--- src/rtl/uart_pkg.sv ---
// uart_pkg: shared types, constants and helpers for the UART blocks.
// Holds the transmitter FSM state type, parity modes and bit-period math.
package uart_pkg;

  typedef enum logic [2:0] {
    IDLE,
    START,
    DATA,
    PARITY,
    STOP
  } uart_tx_state_t;

  localparam int unsigned PAR_NONE = 0;
  localparam int unsigned PAR_EVEN = 1;
  localparam int unsigned PAR_ODD  = 2;

  // Clock cycles per serial bit (integer division).
  function automatic int unsigned bit_cycles(
    input int unsigned fclk,
    input int unsigned baud
  );
    return fclk / baud;
  endfunction

endpackage

--- src/rtl/uart_bit_timer.sv ---
// uart_bit_timer: bit-period down-counter, shared by UART tx and rx.
// Ports: clk_i, rst_i (async high), load_i (reload), clear_i (to 0),
//        bit_end_o (high while the count is 0, i.e. last bit cycle).
module uart_bit_timer #(
  parameter int unsigned BIT_CYC = 434
) (
  input  logic clk_i,
  input  logic rst_i,
  input  logic load_i,
  input  logic clear_i,
  output logic bit_end_o
);

  localparam int unsigned W = (BIT_CYC > 1) ? $clog2(BIT_CYC) : 1;
  localparam logic [W-1:0] RELOAD = W'(BIT_CYC - 1);

  logic [W-1:0] cnt_q;
  logic [W-1:0] cnt_d;

  assign bit_end_o = (cnt_q == '0);

  // Load wins over clear so an accept in the idle cycle is not lost;
  // otherwise the counter free-runs and auto-reloads at each bit end.
  always_comb begin
    cnt_d = cnt_q;
    if (load_i) begin
      cnt_d = RELOAD;
    end else if (clear_i) begin
      cnt_d = '0;
    end else if (bit_end_o) begin
      cnt_d = RELOAD;
    end else begin
      cnt_d = cnt_q - 1'b1;
    end
  end

  always_ff @(posedge clk_i or posedge rst_i) begin
    if (rst_i) begin
      cnt_q <= '0;
    end else begin
      cnt_q <= cnt_d;
    end
  end

endmodule

--- src/rtl/uart_tx.sv ---
// uart_tx: UART transmitter, start + 8 data (LSB first) + parity + stop.
// Ports: clk50m, rst (async high), tx_data[7:0], tx_start in;
//        tx (registered line), tx_busy, tx_done (pulse), tx_idle out.
module uart_tx
  import uart_pkg::*;
#(
  parameter int unsigned fclk      = 50_000_000,
  parameter int unsigned baud      = 115_200,
  parameter int unsigned PARITY    = 0,
  parameter int unsigned STOP_BITS = 1
) (
  input  logic       clk50m,
  input  logic       rst,
  input  logic [7:0] tx_data,
  input  logic       tx_start,
  output logic       tx,
  output logic       tx_busy,
  output logic       tx_done,
  output logic       tx_idle
);

  localparam int unsigned BIT_CYC = bit_cycles(fclk, baud);
  localparam bit HAS_PAR = (PARITY != PAR_NONE);

  if (PARITY > PAR_ODD) begin : g_bad_parity
    $error("uart_tx: PARITY must be 0, 1 or 2");
  end
  if (STOP_BITS < 1 || STOP_BITS > 2) begin : g_bad_stop
    $error("uart_tx: STOP_BITS must be 1 or 2");
  end
  if (BIT_CYC < 1) begin : g_bad_baud
    $error("uart_tx: fclk must be at least baud");
  end

  uart_tx_state_t state_q, state_d;
  logic [7:0] shift_q, shift_d;
  logic [2:0] bcnt_q, bcnt_d;
  logic       scnt_q, scnt_d;
  logic       par_q, par_d;
  logic       tx_q, tx_d;
  logic       load;
  logic       clear;
  logic       bit_end;
  logic       done;
  logic       last_stop;

  uart_bit_timer #(
    .BIT_CYC(BIT_CYC)
  ) u_timer (
    .clk_i    (clk50m),
    .rst_i    (rst),
    .load_i   (load),
    .clear_i  (clear),
    .bit_end_o(bit_end)
  );

  // Timer rests at zero whenever the FSM is headed for IDLE.
  assign clear     = (state_d == IDLE);
  assign last_stop = (STOP_BITS == 1) || scnt_q;

  always_comb begin
    state_d = state_q;
    shift_d = shift_q;
    bcnt_d  = bcnt_q;
    scnt_d  = scnt_q;
    par_d   = par_q;
    load    = 1'b0;
    done    = 1'b0;
    unique case (state_q)
      IDLE: begin
        if (tx_start) begin
          shift_d = tx_data;
          par_d   = (PARITY == PAR_ODD) ? ~^tx_data : ^tx_data;
          bcnt_d  = 3'd0;
          scnt_d  = 1'b0;
          load    = 1'b1;
          state_d = START;
        end
      end
      START: begin
        if (bit_end) state_d = DATA;
      end
      DATA: begin
        if (bit_end) begin
          shift_d = {1'b0, shift_q[7:1]};
          bcnt_d  = bcnt_q + 3'd1;
          if (bcnt_q == 3'd7) begin
            state_d = HAS_PAR ? uart_pkg::PARITY : STOP;
          end
        end
      end
      uart_pkg::PARITY: begin
        if (bit_end) state_d = STOP;
      end
      STOP: begin
        if (bit_end) begin
          if (last_stop) begin
            done    = 1'b1;
            state_d = IDLE;
          end else begin
            scnt_d = 1'b1;
          end
        end
      end
      default: state_d = IDLE;
    endcase
  end

  // Line value for the upcoming cycle, so tx comes straight off a flop.
  always_comb begin
    tx_d = 1'b1;
    unique case (state_d)
      START:            tx_d = 1'b0;
      DATA:             tx_d = shift_d[0];
      uart_pkg::PARITY: tx_d = par_d;
      default:          tx_d = 1'b1;
    endcase
  end

  always_ff @(posedge clk50m or posedge rst) begin
    if (rst) begin
      state_q <= IDLE;
      shift_q <= '0;
      bcnt_q  <= '0;
      scnt_q  <= 1'b0;
      par_q   <= 1'b0;
      tx_q    <= 1'b1;
    end else begin
      state_q <= state_d;
      shift_q <= shift_d;
      bcnt_q  <= bcnt_d;
      scnt_q  <= scnt_d;
      par_q   <= par_d;
      tx_q    <= tx_d;
    end
  end

  assign tx      = tx_q;
  assign tx_busy = (state_q != IDLE);
  assign tx_idle = (state_q == IDLE);
  assign tx_done = done;

endmodule

--- config.mk ---
export PLATFORM = sky130hd
export DESIGN_NAME = uart_tx
export DESIGN_NICKNAME = d
export VERILOG_FILES = /design/src/rtl/uart_pkg.sv /design/src/rtl/uart_bit_timer.sv /design/src/rtl/uart_tx.sv
export SDC_FILE = /design/constraint.sdc
export NUM_CORES = 1
export LEC_CHECK = 0
export BUFFER_PORTS_ARGS = -buffer_cell sky130_fd_sc_hd__buf_2
export CAP_MARGIN = 40
export CORE_ASPECT_RATIO = 1.5
export CORE_MARGIN = 2
export CORE_UTILIZATION = 55
export DETAILED_ROUTE_END_ITERATION = 8
export PLACE_DENSITY = 0.74
export SLEW_MARGIN = 30
export SYNTH_ARGS = -nofsm -noshare
export SYNTH_HDL_FRONTEND = slang
export SYNTH_SLANG_ARGS = --single-unit
--- constraint.sdc ---
create_clock -name clk50m -period 4.04 [get_ports clk50m]
set_input_delay 0.202 -clock clk50m [delete_from_list [all_inputs] [get_ports clk50m]]
set_output_delay 0.202 -clock clk50m [all_outputs]
set_load 0.01 [all_outputs]
; ---- Word level (Yosys, flattened, before mapping)
; Cells that the tools add are included.
; W data, S select, Z words.
[word_totals]
ff_bits = 25
[classes]
n_addsub = 2
eq_ne = 10
n_mux = 23
reduce_logical = 7
[op_table]
columns = cell, n
row1 = $mux W9, 3
row2 = $mux W3, 8
row3 = $mux W8, 2
row4 = $pmux W8 S2, 1
row5 = $pmux W3 S5, 1
row6 = $eq A3 B2 Y1 const B, 4
row7 = $logic_not A9 Y1, 1
row8 = $sub A9 B1 Y9 const B, 1
row9 = $reduce_xor A8 Y1, 1
row10 = $eq A3 B1 Y1 const B, 2
row11 = $eq A3 B3 Y1 const B, 2
row12 = $logic_not A3 Y1, 2
row13 = $mux W1, 6
row14 = $pmux W3 S2, 1
row15 = $ne A2 B2 Y1 const B, 2
row16 = $add A3 B1 Y3 const B, 1
row17 = $pmux W1 S3, 1
row18 = $reduce_and A3 Y1, 1
row19 = $reduce_bool A3 Y1, 1
row20 = $reduce_bool A2 Y1, 1

; ---- Longest topological paths before layout
[depth]
word_depth = 7
depth_mapped = 8
depth_no_buf = 7

; ---- By module
; A second synthesis with hierarchy kept.
[hier_totals]
cells_unflattened = 127
area_unflattened_um2 = 1351.3
[by_module_without_submodules]
columns = mod, n_inst, cells_each, area_each_um2
row1 = uart_tx, 1, 81, 884.6
row2 = uart_bit_timer, 1, 46, 466.7

; ---- Worst setup path after synthesis
; OpenSTA, ideal clock, no wires.
[synth_timing]
kind = reg-to-reg
start = reg u_timer.cnt_q[0]
end = reg bcnt_q[0]
setup_time_ns = 0.125
arrival_ns = 1.551
t_required_ns = 3.915
path_slack_ns = 2.365
path_stages_with_launch = 8
path_cell_list = dfrtp_1 -> inv_1 -> ha_1 -> nor4b_4 -> and3_1 -> buf_6 -> nor2_2 -> mux2_2
[synth_between]
elab_chain_cells = 3
[synth_rtl]
columns = element, line
row1 = "start, declared", uart_bit_timer.sv:17  ; logic [W-1:0] cnt_q;
row2 = "start signal, assigned", uart_bit_timer.sv:41  ; cnt_q <= cnt_d;
row3 = $logic_not A9 Y1, uart_bit_timer.sv:20  ; assign bit_end_o = (cnt_q == '0);
row4 = $ne A2 B2 Y1 (no line), -
row5 = $reduce_and A3 Y1 (no line), -
row6 = "end signal, assigned", uart_tx.sv:131  ; bcnt_q <= bcnt_d;
row7 = "end, declared", uart_tx.sv:37  ; logic [2:0] bcnt_q, bcnt_d;
; No other way between the ends.
; A chain may end at the register's enable or synchronous reset.

; ---- Worst setup path after layout
[layout_timing]
start = reg u_timer.cnt_q[0]
end = out tx_done
[layout_between]
elab_chain_cells = 3
[layout_rtl]
columns = element, line
row1 = $logic_not A9 Y1, uart_bit_timer.sv:20
row2 = $mux W1, uart_tx.sv:96  ; if (bit_end) begin
row3 = $mux W1, uart_tx.sv:69  ; unique case (state_q)
row4 = "end, declared", uart_tx.sv:18  ; output logic tx_done,
; No other way between the ends.

==> reports/results.ini <==
[run_status]
outcome = finished clean

[global_route]
use_met2_pct = 37.1
grt_first_pass_wirelength_um = 4570
overflow = 0
grt_max_degree = 18
busiest_layer = met2
grtUsageMet3_pct = 1.65
grt_pass1_vias = 1079
grtUsageTotal_pct = 20.6
grtUsageMet1_pct = 24.6
antenna_found_initial = 0

[place]
dp_hpwl_um = 2140
portBuffers = 14
gp_congestion = 0.821

[job]
maxCapViolations = 0

[sta]
tns_ns = 0
finalCritPeriodShare_pct = 52.5
maxSlewViolCount = 0
fmax_ghz = 0.471
slew_headroom_pct = 51.7
fin_worst_skew_ns = 0.00302
rsz0062_at_grt = no
max_slew.worst_pin.slew_ns = 0.721
setup_viol = 0
hold_viol_final = 0
min_period_ns = 2.12

[yosys]
yosysTopAreaCellShare_pct = 43.6
yosys_warnings = 0
async_reset_ff_share_pct = 100
ys_seq_area_share_pct = 45.5
ys_top_cells_by_area = dfrtp_1 44%, nand2_1 7.6%, xnor2_1 5.7%, ha_1 3.6%, nor4b_4 3.5%
ys.flop_type = dfrtp_1
syn_area_per_cell_um2 = 9.49
post_synth_instance_area_um2 = 1380
synth_edf_count = 0
synth_cell_type_count = 40
syn_inst = 145
synth_top_area_cell = dfrtp_1
yosys_register_bits = 25
syn_nets = 160

[cts]
cts_tree = built
clock_path_buffers = 2
cts_made_buffers = 3
ctsHoldBuffers = 1
cts_num_sinks = 25
htreeDepth = 1
postCtsResizedCells = 0
cts_setup_buffers = 0
clock_latency_ns = 0.31
clk_pin_slew_ns = 0.13
clock_tree.root_cell = clkbuf_4

[final_layout]
fin_nets = 176
layout_commonest_cell = nand2_1
most-common-layout-cells = 28 x nand2_1, 24 x dfrtp_1, 14 x buf_2, 12 x nor2_1
diodes = 0
drive_above_1_share_pct = 16.3
final_util_pct = 62.3
syn2layout_area_growth_pct = 9.64

[floorplan]
rows = 22
core_um2 = 2420
ios = 15
die_h_um = 65.3
die_area_um2 = 2930
start_util_pct = 56.8
die_w_um = 44.8

[hold_path]
hp-class = in -> reg
holdPathStages = 3
holdPathEnd = shift_q[2]
min_from = tx_data[2]

[drt]
viasPerCell = 5.94
wire_per_inst_um = 14.5
drt_iter0_drc = 28
postRouteAntennaNets = 0
drc = 0
wirelength_um = 2670
vias = 1093
drt_first_pass_iters = 4

[setup_path]
worstReg2RegStart = u_timer.cnt_q[0]
cp_data_arrival_time_ns = 1.92
crit_fanout = 8
critPathLaunchType = flip-flop
worstSetupPathType = reg -> out
cp-end-kind = output port
reg2reg_depth = 6
required_ns = 3.84
rrSetupSlack_ns = 1.92
r2r-end = bcnt_q[0]

[power_and_ir_drop]
ir_drop_mv = 0.381
powerDensity_nw_per_um2 = 659
power.leakage_nw = 0.724

## power breakdown
part	internal, mW	switching (mW)	leakage [nW]	total [mW]
Sequential	0.359	0.107	0.310	0.466
Clock	0.0386	0.0736	0.0150	0.112
Combinational	0.183	0.234	0.399	0.416
Total	0.581	0.414	0.724	0.995
## layer usage
| metal | up-vias | share of wire (%) |
|---|---|---|
| met5 | - | 0 |
| met4 | 0 | 1.4 |
| met3 | 5 | 3.8 |
| met1 | 518 | 41 |
| li1 | 532 | - |
| met2 | 38 | 54 |
## sequential cells by signal, indices dropped and copies added (netlist names)
| register | cells |
|---|---|
| state_q | 3 |
| tx | 1 |
| par_q | 1 |
| u_timer.cnt_q | 9 |
| shift_q | 8 |
| bcnt_q | 3 |
## synth_stat cells, types with 3 or more instances
cell type,number
a21oi_1,4
dfrtp_1,24
xnor2_1,9
nor3_1,3
ha_1,4
o21ai_0,7
inv_1,9
nand2_1,28
a31oi_1,3
nor2_1,12
a22oi_1,6
## how the worst max path moves through the flow
stage                     cells past startpoint         to  slack (ns)             start
after floorplan                               7  bcnt_q[0]        2.36  u_timer.cnt_q[0]
after global placement                        6  bcnt_q[0]        2.03  u_timer.cnt_q[0]
after detailed placement                      6  bcnt_q[0]        1.95  u_timer.cnt_q[0]
after CTS                                     6    tx_done        1.90  u_timer.cnt_q[0]
after global routing                          6    tx_done        1.77  u_timer.cnt_q[0]
final                                         6    tx_done        1.92  u_timer.cnt_q[0]
## cells by family (layout without fill, tap and decap cells)
| family | after synthesis | in the layout | synth area share (%) |
|---|---|---|---|
| AO/OA/AOI/OAI | 33 | 33 | 15.9 |
| flip-flops | 25 | 25 | 45.5 |
| multiplexers | 2 | 2 | 1.55 |
| buffers and inverters | 14 | 29 | 4.73 |
| XOR/XNOR | 11 | 11 | 7.00 |
| adder cells (fa/ha/maj) | 4 | 4 | 3.64 |
| AND/OR/NAND/NOR | 56 | 56 | 21.6 |
## worst max-delay path, cell delays in order (launching register included)
cell	delay [ns]
dfrtp_1	0.44
inv_1	0.11
ha_1	0.19
nor4b_4	0.33
nand2_2	0.19
nor3_1	0.20
buf_2	0.15
## per-stage QoR
stage	setup WS, ns	cells	power [mW]	area, um^2	hold slack, ns
after CTS	1.90	184	0.998	1510	0.119
after global placement	2.03	178	0.866	1450	0.452
after floorplan	2.36	145	0.772	1380	0.229
after detailed placement	1.95	179	0.887	1470	0.222
final	1.92	184	0.995	1510	0.121
after global routing	1.77	184	1.07	1510	0.126
## area by class of cell
cell class / instances / area [um^2]
Clock buffer: 4 / 26.3
Sequential cell: 25 / 627
Timing Repair Buffer: 16 / 108
Inverter: 9 / 33.8
Tap cell: 24 / 30.0
Multi-Input combinational cell: 106 / 684
Fill cell: 215 / 913
No activity file was read; power rests on OpenSTA's default activity.
